File: config.mk
export PLATFORM = sky130hd
export DESIGN_NAME = uart_v2_rx_flat
export DESIGN_NICKNAME = d
export VERILOG_FILES = /design/src/rtl/uart_v2_pkg.sv /design/src/rtl/uart_v2_rx_if.sv /design/src/rtl/uart_v2_rx_sync2.sv /design/src/rtl/uart_v2_rx.sv /design/src/flat_wrapper.sv
export SDC_FILE = /design/constraint.sdc
export NUM_CORES = 1
export LEC_CHECK = 0
export BUFFER_PORTS_ARGS = -buffer_cell sky130_fd_sc_hd__buf_4
export CORE_MARGIN = 2
export CORE_UTILIZATION = 35
export DETAILED_ROUTE_END_ITERATION = 6
export SYNTH_ARGS = -nofsm -noshare
export SYNTH_HDL_FRONTEND = slang
export SYNTH_HIERARCHICAL = 1
export SYNTH_SLANG_ARGS = --single-unit
File: constraint.sdc
create_clock -name sysclk -period 5.1 [get_ports sysclk]
set_clock_uncertainty 0.2 [all_clocks]
set_input_delay 0 -clock sysclk [delete_from_list [all_inputs] [get_ports sysclk]]
set_output_delay 0 -clock sysclk [all_outputs]
set_load 0.02 [all_outputs]
File: src/rtl/uart_v2_pkg.sv
// uart_v2_pkg: shared state encoding and timing constants for the uart_v2
// receiver and transmitter. The 8E1 variant of the receiver is selected
// with the macro UART_RX_PARITY_EN.
package uart_v2_pkg;

    typedef enum logic [2:0] {
        ST_IDLE   = 3'd0,
        ST_START  = 3'd1,
        ST_DATA   = 3'd2,
        ST_PARITY = 3'd3,
        ST_STOP   = 3'd4
    } uart_state_e;

    localparam int UART_OVERSAMPLE = 4;
    localparam int UART_MID_TICK   = 2;

    // Even parity over one data byte: the parity bit that makes the total count of ones even.
    function automatic logic uart_even_parity(input logic [7:0] data);
        return ^data;
    endfunction

endpackage

File: src/rtl/uart_v2_rx_if.sv
// uart_v2_rx_if: serial input, sample strobe and MCU-side holding-register
// handshake of the uart_v2 receiver.
interface uart_v2_rx_if;

    logic       sample_en;
    logic       rx_line;
    logic       rx_ack;
    logic [7:0] parallel_out;
    logic       rx_ready;
    logic       framing_err;
    logic       overrun;
    logic       rx_busy;

    // MCU / line side
    modport master (
        output sample_en, rx_line, rx_ack,
        input  parallel_out, rx_ready, framing_err, overrun, rx_busy
    );

    // receiver side
    modport slave (
        input  sample_en, rx_line, rx_ack,
        output parallel_out, rx_ready, framing_err, overrun, rx_busy
    );

endinterface

File: src/rtl/uart_v2_rx_sync2.sv
// sync2: two-flop synchronizer for a single asynchronous level, with a
// selectable reset value so an idle-high line does not look like a start bit.
module sync2 #(
    parameter logic RESET_VAL = 1'b1
) (
    input  logic clk,
    input  logic rst_n,
    input  logic d,
    output logic q
);

    logic meta_r;
    logic sync_r;

    // Two-stage resynchronisation of the asynchronous input.
    always_ff @(posedge clk or negedge rst_n) begin
        if (!rst_n) begin
            meta_r <= RESET_VAL;
            sync_r <= RESET_VAL;
        end else begin
            meta_r <= d;
            sync_r <= meta_r;
        end
    end

    assign q = sync_r;

endmodule

File: src/rtl/uart_v2_rx.sv
// uart_v2_rx: 8N1 serial receiver, 4x oversampled via the sample_en strobe,
// with a single holding register and ready/ack handshake.
// Define UART_RX_PARITY_EN for 8E1 frames; a parity mismatch is reported
// through framing_err.
module uart_v2_rx
    import uart_v2_pkg::*;
#(
    parameter int OVERSAMPLE = UART_OVERSAMPLE
) (
    input  logic        sysclk,
    input  logic        sysreset,
    uart_v2_rx_if.slave bus
);

    localparam logic [1:0] LAST_TICK_C = 2'(OVERSAMPLE - 1);
    localparam logic [1:0] MID_TICK_C  = 2'(UART_MID_TICK - 1);

    logic        rxs_s;
    uart_state_e state_r, state_nx_s;
    logic [1:0]  tcnt_r, tcnt_nx_s;
    logic [2:0]  bcnt_r, bcnt_nx_s;
    logic [7:0]  shift_r, shift_nx_s;
    logic        deliver_s;
    logic        frame_err_s;
    logic [7:0]  parallel_out_r;
    logic        rx_ready_r;
    logic        framing_err_r;
    logic        overrun_r;
    logic        rx_busy_r;
`ifdef UART_RX_PARITY_EN
    logic        par_err_r, par_err_nx_s;
`endif

    sync2 #(.RESET_VAL(1'b1)) u_sync (
        .clk   (sysclk),
        .rst_n (sysreset),
        .d     (bus.rx_line),
        .q     (rxs_s)
    );

    // Frame state machine: next state, counters and shift register, all advanced only on sample_en.
    always_comb begin
        state_nx_s  = state_r;
        tcnt_nx_s   = tcnt_r;
        bcnt_nx_s   = bcnt_r;
        shift_nx_s  = shift_r;
        deliver_s   = 1'b0;
        frame_err_s = 1'b0;
`ifdef UART_RX_PARITY_EN
        par_err_nx_s = par_err_r;
`endif
        if (bus.sample_en) begin
            case (state_r)
                ST_IDLE: begin
                    if (!rxs_s) begin
                        state_nx_s = ST_START;
                        tcnt_nx_s  = 2'd0;
                    end else begin
                        state_nx_s = ST_IDLE;
                    end
                end
                ST_START: begin
                    if (tcnt_r == MID_TICK_C) begin
                        // Mid-start: a high line here was only a glitch.
                        if (rxs_s) begin
                            state_nx_s = ST_IDLE;
                        end else begin
                            state_nx_s = ST_DATA;
                            tcnt_nx_s  = 2'd0;
                            bcnt_nx_s  = 3'd0;
                        end
                    end else begin
                        tcnt_nx_s = tcnt_r + 2'd1;
                    end
                end
                ST_DATA: begin
                    if (tcnt_r == LAST_TICK_C) begin
                        shift_nx_s = {rxs_s, shift_r[7:1]};
                        tcnt_nx_s  = 2'd0;
                        bcnt_nx_s  = bcnt_r + 3'd1;
                        if (bcnt_r == 3'd7) begin
`ifdef UART_RX_PARITY_EN
                            state_nx_s = ST_PARITY;
`else
                            state_nx_s = ST_STOP;
`endif
                        end else begin
                            state_nx_s = ST_DATA;
                        end
                    end else begin
                        tcnt_nx_s = tcnt_r + 2'd1;
                    end
                end
`ifdef UART_RX_PARITY_EN
                ST_PARITY: begin
                    if (tcnt_r == LAST_TICK_C) begin
                        par_err_nx_s = rxs_s ^ uart_even_parity(shift_r);
                        tcnt_nx_s    = 2'd0;
                        state_nx_s   = ST_STOP;
                    end else begin
                        tcnt_nx_s = tcnt_r + 2'd1;
                    end
                end
`endif
                ST_STOP: begin
                    if (tcnt_r == LAST_TICK_C) begin
                        // Leave at mid-stop so a following start edge is not missed.
                        deliver_s  = 1'b1;
`ifdef UART_RX_PARITY_EN
                        frame_err_s = !rxs_s || par_err_r;
`else
                        frame_err_s = !rxs_s;
`endif
                        tcnt_nx_s  = 2'd0;
                        state_nx_s = ST_IDLE;
                    end else begin
                        tcnt_nx_s = tcnt_r + 2'd1;
                    end
                end
                default: begin
                    state_nx_s = ST_IDLE;
                    tcnt_nx_s  = 2'd0;
                    bcnt_nx_s  = 3'd0;
                end
            endcase
        end else begin
            state_nx_s = state_r;
        end
    end

    // Frame state, counters and shift register.
    always_ff @(posedge sysclk or negedge sysreset) begin
        if (!sysreset) begin
            state_r   <= ST_IDLE;
            tcnt_r    <= 2'd0;
            bcnt_r    <= 3'd0;
            shift_r   <= 8'h00;
            rx_busy_r <= 1'b0;
`ifdef UART_RX_PARITY_EN
            par_err_r <= 1'b0;
`endif
        end else begin
            state_r   <= state_nx_s;
            tcnt_r    <= tcnt_nx_s;
            bcnt_r    <= bcnt_nx_s;
            shift_r   <= shift_nx_s;
            rx_busy_r <= (state_nx_s != ST_IDLE);
`ifdef UART_RX_PARITY_EN
            par_err_r <= par_err_nx_s;
`endif
        end
    end

    // Holding register and flags; a delivery coinciding with rx_ack takes precedence over the ack.
    always_ff @(posedge sysclk or negedge sysreset) begin
        if (!sysreset) begin
            parallel_out_r <= 8'h00;
            rx_ready_r     <= 1'b0;
            framing_err_r  <= 1'b0;
            overrun_r      <= 1'b0;
        end else if (deliver_s && (!rx_ready_r || bus.rx_ack)) begin
            parallel_out_r <= shift_r;
            rx_ready_r     <= 1'b1;
            framing_err_r  <= frame_err_s;
            overrun_r      <= bus.rx_ack ? 1'b0 : overrun_r;
        end else if (deliver_s) begin
            overrun_r <= 1'b1;
        end else if (bus.rx_ack) begin
            rx_ready_r    <= 1'b0;
            framing_err_r <= 1'b0;
            overrun_r     <= 1'b0;
        end else begin
            overrun_r <= overrun_r;
        end
    end

    assign bus.parallel_out = parallel_out_r;
    assign bus.rx_ready     = rx_ready_r;
    assign bus.framing_err  = framing_err_r;
    assign bus.overrun      = overrun_r;
    assign bus.rx_busy      = rx_busy_r;

endmodule

File: src/flat_wrapper.sv
// flat-port wrapper written by rule: the top's interface ports become plain ports
module uart_v2_rx_flat import uart_v2_pkg::*;
#(
    parameter int OVERSAMPLE = UART_OVERSAMPLE
)
  (sysclk, sysreset, bus_sample_en, bus_rx_line, bus_rx_ack, bus_parallel_out, bus_rx_ready, bus_framing_err, bus_overrun, bus_rx_busy);
  uart_v2_rx_if bus_i ();
  input  logic sysclk;
  input  logic sysreset;
  input wire logic [$bits(bus_i.sample_en)-1:0] bus_sample_en;
  input wire logic [$bits(bus_i.rx_line)-1:0] bus_rx_line;
  input wire logic [$bits(bus_i.rx_ack)-1:0] bus_rx_ack;
  output wire logic [$bits(bus_i.parallel_out)-1:0] bus_parallel_out;
  output wire logic [$bits(bus_i.rx_ready)-1:0] bus_rx_ready;
  output wire logic [$bits(bus_i.framing_err)-1:0] bus_framing_err;
  output wire logic [$bits(bus_i.overrun)-1:0] bus_overrun;
  output wire logic [$bits(bus_i.rx_busy)-1:0] bus_rx_busy;
  assign bus_i.sample_en = bus_sample_en;
  assign bus_i.rx_line = bus_rx_line;
  assign bus_i.rx_ack = bus_rx_ack;
  assign bus_parallel_out = bus_i.parallel_out;
  assign bus_rx_ready = bus_i.rx_ready;
  assign bus_framing_err = bus_i.framing_err;
  assign bus_overrun = bus_i.overrun;
  assign bus_rx_busy = bus_i.rx_busy;
  uart_v2_rx #(.OVERSAMPLE(OVERSAMPLE)) u_core (.sysclk(sysclk), .sysreset(sysreset), .bus(bus_i));
endmodule
# Word level (Yosys, flattened, before mapping)
# Cells that the tools add are included.
# op_classes
addsub,2
eq_ne,10
n_mux,29
n_bitwise,1
reduce_logical,12
# ops
cell,n
two-way mux 3 bit,8
two-way mux 1 bit,14
one-hot mux 3 bit (4 select lines),1
one-hot mux 3 bit (3 select lines),1
two-way mux 2 bit,4
"== test 3 bit, second input constant",2
one-hot mux 2 bit (3 select lines),1
AND reduction 5 bit,1
"!= test 2 x 1 -> 1 bit, second input constant",2
"!= test 2 bit, second input constant",2
OR reduction 2 bit,2
"adder 3 x 1 -> 3 bit, second input constant",1
"== test 3 x 1 -> 1 bit, second input constant",1
"== test 3 x 2 -> 1 bit, second input constant",1
zero test 3 bit,1
AND reduction 3 bit,1
nonzero test 3 bit,1
"adder 2 x 1 -> 2 bit, second input constant",1
"== test 2 x 1 -> 1 bit, second input constant",1
"== test 2 bit, second input constant",1
zero test 1 bit,2
AND reduction 2 bit,1
nonzero test 2 bit,1
logical AND 1 bit,1
other kinds (2),2
# totals
reg_bits,30
in_bits,5
out_inout_bits,12
wordCells,65

# Longest topological paths before layout
# Gate-level depths: netlist of the first run.
# logic_depth
depth_word,7
mapped_depth,6
depth_no_buf,6

# Hierarchy
# The synthesis of the first run kept the hierarchy.
# by_module_without_submodules
module,instances,cells_each,area_each_um2,seq_area_each_um2
uart_v2_rx,1,98,1266.2,700.7
sync2,1,2,52.6,52.6

# Worst setup path before layout of the first run
# OpenSTA, ideal clock, no wires.
# synth_path
path_kind,register to register
startpoint,reg u_core.tcnt_r[0]
endpoint,"reg u_core.parallel_out_r[0], in the netlist u_core/bus.parallel_out[0]"
setup_time_ns,0.125
t_arrival_ns,1.412
t_required_ns,4.775
slack_ns,3.363
path_stages_with_launch,6
n_path_buf,0
period_less_slack_ns,1.737
cell_sequence,dfrtp_1 ha_1 nand2_1 nor3_1 nand2_1 mux2_2
# synth_via
elab_chain_cells,5
# synth_rtl
item,line_no,source
"start, declared",uart_v2_rx.sv:20,"logic [1:0] tcnt_r, tcnt_nx_s;"
"start signal, assigned",uart_v2_rx.sv:144,tcnt_r <= tcnt_nx_s;
== test 2 bit,uart_v2_rx.sv:106,if (tcnt_r == LAST_TICK_C) begin
two-way mux 1 bit,uart_v2_rx.sv:106,
two-way mux 1 bit,uart_v2_rx.sv:53,case (state_r)
two-way mux 1 bit,uart_v2_rx.sv:52,if (bus.sample_en) begin
logical AND 1 bit,uart_v2_rx.sv:161,end else if (deliver_s && (!rx_ready_r || bus.rx_ack)) begin
"end signal, assigned",uart_v2_rx.sv:162,parallel_out_r <= shift_r;
"end, declared",uart_v2_rx.sv:25,logic [7:0] parallel_out_r;
# Every way passes these cells.
# A chain may end at the register's enable or synchronous reset.

# Worst setup path in the final report of the first run
# layout_path
startpoint,reg u_core.tcnt_r[0]
endpoint,"reg u_core.parallel_out_r[5], in the netlist u_core/bus.parallel_out[5]"
# Same word-level chain as after synthesis.

==> results of run 1 <==
==> cells by family (layout without fill, tap and decap cells) <==
family | count (synthesis) | after routing | share of synthesized area (%)
flops | 30 | 30 | 57.1
compound gates | 20 | 20 | 11.2
mux | 16 | 16 | 13.7
buf+inv | 6 | 33 | 1.90
xor+xnor | 1 | 1 | 0.664
simple gates | 22 | 22 | 10.7
fa+ha+maj | 5 | 5 | 4.74
==> worst max-delay path, delay by kind of cell, from the launching register on <==
family,cells,cell delay [ps]
and+or+nand+nor,3,590
DFF,1,410
adders and majority gates,1,290
muxes,1,360
==> per-layer routing <==
| layer | vias to the layer above | global-route usage (%) |
|---|---|---|
| met5 | - | 0 |
| met4 | 0 | 6.51 |
| met3 | 5 | 5.65 |
| met2 | 14 | 20.9 |
| met1 | 417 | 14.7 |
| li1 | 416 | - |
==> synth_stat cells (all sizes together) <==
| library cell | count |
|---|---|
| o32ai | 1 |
| a22o | 1 |
| o31ai | 1 |
| nor4b | 1 |
| o21a | 1 |
| nand2 | 10 |
| o22a | 1 |
| inv | 4 |
| nor2 | 1 |
| nor4 | 1 |
| or2 | 1 |
| nand2b | 2 |
| o311ai | 1 |
| mux2 | 16 |
| o21ai | 6 |
| xnor2 | 1 |
| buf | 2 |
| a21oi | 2 |
| nor3 | 1 |
| nor2b | 2 |
| dfstp | 2 |
| or3 | 3 |
| o221ai | 1 |
| dfrtp | 28 |
| a32o | 4 |
| a211o | 1 |
| ha | 5 |
==> power by group through the flow <==
stage               clock [W]  sequential, W  combinational, W
floorplan                   0       0.000296          0.000105
global placement            0       0.000301          0.000131
detailed placement          0       0.000303          0.000136
CTS                  0.000304       0.000299          0.000141
global route         0.000314       0.000305          0.000157
finish               0.000297       0.000298          0.000140
==> flip-flops by register name, summed over array words and instances (netlist names), 2 cells and up <==
register	count
u_core/tcnt_r	2
u_core/bcnt_r	3
u_core/bus.parallel_out	8
u_core/shift_r	8
u_core/state_r	3
==> area by class of cell <==
class / instances / area, sq um / share of cell area, %
clock buffers: 6 / 82.6 / 4.88
clock inverters: 2 / 60.1 / 3.55
inverters: 4 / 15.0 / 0.888
multi-input cells: 64 / 541 / 32.0
flip-flops and latches: 30 / 753 / 44.5
well taps: 48 / 60.1 / 3.55
repair buffers: 21 / 180 / 10.7
==> metrics by stage <==
stage	cells	util, %	worst slack [ps]
finish	175	46.6	3140
global route	175	46.6	2950
CTS	175	46.6	3110
detailed placement	162	41.0	3120
global placement	162	41.0	3180
floorplan	100	-	3360
==> worst max-delay path by stage <==
stage / start / to / slack [ps] / cells past startpoint
after floorplan: u_core/tcnt_r[0] / u_core/bus.parallel_out[0] / 3360 / 5
after CTS: u_core/tcnt_r[0] / u_core/bus.parallel_out[5] / 3110 / 5
after global placement: u_core/tcnt_r[0] / u_core/bus.parallel_out[0] / 3180 / 5
after global routing: u_core/tcnt_r[0] / u_core/bus.parallel_out[5] / 2950 / 5
final: u_core/tcnt_r[0] / u_core/bus.parallel_out[5] / 3140 / 5
after detailed placement: u_core/tcnt_r[0] / u_core/bus.parallel_out[5] / 3120 / 5
==> what timing repair did <==
action                                 CTS  global route
gates resized for setup                  0             0
endpoints found under the hold margin   42             0
hold buffers                             5             0
==> results_dict.tcl, run 1 <==
set metrics [dict create \
    coreArea_sq_um 3630 \
    layout_common_cells "dfrtp_1 (28), buf_4 (16), mux2_2 (16), nand2_1 (9)" \
    yosysSeqAreaShare_pct 57.1 \
    overflow 0 \
    path_cells "ha_1, nand2_1, nor3_1, nand2_1, mux2_2" \
    rrSetupSlack_ps 3140 \
    fin_crit_ps 1960 \
    clk_pin_slew_ps 60 \
    antenna_found_initial 0 \
    first_pass_iters 4 \
    ir_drop_v 0.000188 \
    cts_root_buffer "clkbuf_8" \
    p_seq_share_pct 40.6 \
    slew_viol_final 0 \
    synth-seq-cells 30 \
    h-tree-depth 2 \
    wl_met1_microns 1030 \
    hpwl_microns 1590 \
    yosysUniqueCellTypes 30 \
    portBuffers 16 \
    synthesis.nets 110 \
    cp-end-kind "flip-flop" \
    io_pins 17 \
    r2r-start "u_core/tcnt_r[0]" \
    rows 22 \
    post_synth.cell_area_avg_sq_um 13.2 \
    antenna_cells 0 \
    total_leakage_power_nw 0.847 \
    grt_setup_unrepaired "false" \
    cp.arrival_ps 1930 \
    yosys.area.top_type "dfrtp_1" \
    cts_max_path_buffers 2 \
    synth_top_area_share_pct 53.1 \
    postCtsSetupRepairBufs 0 \
    drc_errors 0 \
    clkPwrFrac_pct 40.3 \
    synth_warnings 6 \
    nets 136 \
    grt_pass1_wl_microns 4110 \
    net-switching-power_w 0.000192 \
    netlist_instances 100 \
    grt_max_degree 29 \
    die_h_microns 65.4 \
    routed_wl_microns 2260 \
    required_ps 5070 \
    timing.final.crit_share_pct 38.5 \
    setup_tns_ps 0 \
    fin_area_sq_um 1690 \
    cts_buffers 5 \
    final_common_cell "dfrtp_1" \
    track_usage_pct 13.0 \
    path_common_cell "nand2_1" \
    r2r_cells 5 \
    critPathSlowestCell "dfrtp_1" \
    combPwrFrac_pct 19.1 \
    max_stage_delay_ps 410 \
    pwr_density_cell_nw_per_um2 435 \
    p_sw_share_pct 26.1 \
    grt_pass1_vias 920 \
    area_growth_pct 28.3 \
    wl_per_cell_microns 12.9 \
    syn_area_sq_um 1320 \
    gp_congestion 0.783 \
    synthTopCellsByArea "dfrtp_1 (53%), mux2_2 (14%), ha_1 (4.7%)" \
    worst_pin_slew_ps 398 \
    crit_fanout 9 \
    max_slew_margin_pct 73.1 \
    hold_ws_ps 24.7 \
    avgViaCountPerCell 4.87 \
    drv_cap 0 \
    reg2reg_to "u_core/bus.parallel_out[5]" \
    p_int_w 0.000544 \
    hold_violations 0 \
    critPathLaunchType "flip-flop" \
    die_w_microns 65.4 \
    outcome "finished, final reports clean" \
    cts.sinks 30 \
    dieArea_sq_um 4280 \
    setup_viol 0 \
    crit_type "flip-flop to flip-flop" \
    wl_met2_microns 1090 \
    drt_iter0_markers 34 \
    routed.top_layer "met4" \
    wl_met3_microns 108 \
    cts_tree "yes" \
    min_path_type "primary input to async pin" \
    max_freq_ghz 0.510 \
    start_util_pct 36.3 \
    clk_latency_ps 280 \
    vias 852 \
    ant_nets 0 \
    dpl-instance-area_sq_um 1490 \
    power_w 0.000735 \
    fill_cells 345 \
    drive_gt1_share_pct 37.0 \
]
No activity file was read; power rests on OpenSTA's default activity.
==> run 2, diff against run 1 <==
==> constraint.sdc (replaced) <==
create_clock -name sysclk -period 2 [get_ports sysclk]
set_clock_uncertainty 0.2 [all_clocks]
set_input_delay 0 -clock sysclk [delete_from_list [all_inputs] [get_ports sysclk]]
set_output_delay 0 -clock sysclk [all_outputs]
set_load 0.02 [all_outputs]
==> run 2 against run 1 <==
  * Die area unchanged
  * Hold slack got worse by 13 ps
  * Count of clock-buffer cells in the layout unchanged
  * Largest cell class unchanged
  * Via count grew 4.9%
  * Worst setup slack worse by 3000 ps
  * Utilization is 0.48 points higher
  * Sequential power increased by 150%
==> results_dict.tcl, run 2 (same netlist as run 1, synthesis figures left out) <==
set metrics [dict create \
    critPathLaunchType "flip-flop" \
    clk_pin_slew_ps 60 \
    path_cells "ha_1, nand2_1, nor3_1, nand2_2, mux2_2" \
    drt_iter0_markers 41 \
    required_ps 1960 \
    vias 894 \
    ir_drop_v 0.000484 \
    pwr_density_cell_nw_per_um2 1110 \
    io_pins 17 \
    die_h_microns 65.4 \
    total_leakage_power_nw 0.856 \
    fin_util_pct 47.0 \
    slew_viol_final 0 \
    cp-end-kind "flip-flop" \
    antenna_cells 0 \
    max_slew_margin_pct 40.6 \
    max_stage_delay_ps 380 \
    min_path_type "primary input to async pin" \
    nets 139 \
    cts.sinks 30 \
    clk_latency_ps 270 \
    cts_max_path_buffers 2 \
    drive_gt1_share_pct 37.7 \
    avgViaCountPerCell 5.02 \
    ant_nets 0 \
    grt_max_degree 21 \
    critPathSlowestCell "dfrtp_1" \
    instances_no_fill 178 \
    h-tree-depth 2 \
    final_common_cell "dfrtp_1" \
    coreArea_sq_um 3630 \
    crit_family "simple AND/OR/NAND/NOR gates" \
    fin_crit_ps 1860 \
    die_w_microns 65.4 \
    cts_tree "yes" \
    first_pass_iters 4 \
    cts_root_buffer "clkbuf_8" \
    max_freq_ghz 0.536 \
    worst_pin_slew_ps 889 \
    drv_cap 0 \
    area_growth_pct 29.6 \
    start_util_pct 36.3 \
    cp_num_buf_inv 0 \
    cp.arrival_ps 1830 \
    layout_setup_ws_ps 136 \
    dp_slack_ps 64.2 \
    overflow 0 \
    drc_errors 0 \
    wl_per_cell_microns 12.6 \
    antenna_found_initial 0 \
    gp_congestion 0.761 \
    postCtsSetupRepairBufs 0 \
    cts_buffers 5 \
    dp_cells 164 \
    setup_viol 0 \
    timing.final.crit_share_pct 93.2 \
    routed_wl_microns 2250 \
    grt_pass1_vias 897 \
    portBuffers 16 \
    hpwl_microns 1570 \
    grt_setup_unrepaired "false" \
    setup_tns_ps 0 \
    dieArea_sq_um 4280 \
    layout_common_cells "dfrtp_1 (28), buf_4 (18), mux2_2 (16), nand2_1 (8)" \
    crit_fanout 9 \
    crit_type "flip-flop to flip-flop" \
    hold_violations 0 \
    grt_pass1_wl_microns 4070 \
    outcome "finished, final reports clean" \
    rows 22 \
    power_w 0.00189 \
    track_usage_pct 12.7 \
]
run 2: cell count changes in the layout (fill, tap and decap cells not counted), sizes merged:
cell         change
buf              +1
dlygate4sd3      +2
run 2: metal layers:
metal	vias to the layer above	track usage, %	wire [microns]
met5	-	0	0
met4	0	5.47	14
met3	2	4.62	114
met2	20	19.3	1090
met1	446	16.4	1030
li1	426	-	-
run 2: power by group:
part,total [W],internal [W],switching [W],leakage [nW]
clock,0.000746,0.000531,0.000215,0.0714
combinational,0.000415,0.000203,0.000212,0.382
sequential,0.000733,0.000677,0.0000563,0.403
total,0.00189,0.00141,0.000483,0.856
run 2: path summary, 6_finish.rpt:
| kind | start | to | slack (ps) | depth (start not counted) |
|---|---|---|---|---|
| min in group sysclk | u_core/u_sync/meta_r | u_core/u_sync/q | 160 | 0 |
| max in group asynchronous | sysreset | u_core/bus.parallel_out[5] | 300 | 3 |
| max | u_core/tcnt_r[1] | u_core/bus.parallel_out[7] | 140 | 5 |
| min | sysreset | u_core/u_sync/meta_r | 10 | 2 |
| max reg2reg | u_core/tcnt_r[1] | u_core/bus.parallel_out[7] | 140 | 5 |
| min reg2reg | u_core/u_sync/meta_r | u_core/u_sync/q | 160 | 0 |
run 2: metrics by stage:
stage / hold slack [ps] / instance area (sq um)
floorplan: -496 / 1320
global placement: -260 / 1500
detailed placement: -250 / 1500
CTS: 7.91 / 1710
global route: 18.8 / 1710
finish: 11.2 / 1710
run 2: worst reg2reg max path: stages, from the launching register on:
cell and delay, ps:
dfrtp_1 380, ha_1 280, nand2_1 90, nor3_1 260, nand2_2 220, mux2_2 320
run 2: timing repair:
| action | in CTS | in global routing |
|---|---|---|
| hold endpoints to repair | 42 | 0 |
| resized for setup | 0 | 1 |
| hold buffers | 6 | 0 |
| setup endpoints to repair | 0 | 8 |
run 2: cell type report:
type | count | area, sq um
Multi-Input combinational cell | 64 | 543
Sequential cell | 30 | 753
Tap cell | 48 | 60.1
Clock buffer | 6 | 82.6
Timing Repair Buffer | 24 | 195
Clock inverter | 2 | 60.1
Fill cell | 337 | 1920
Inverter | 4 | 15.0
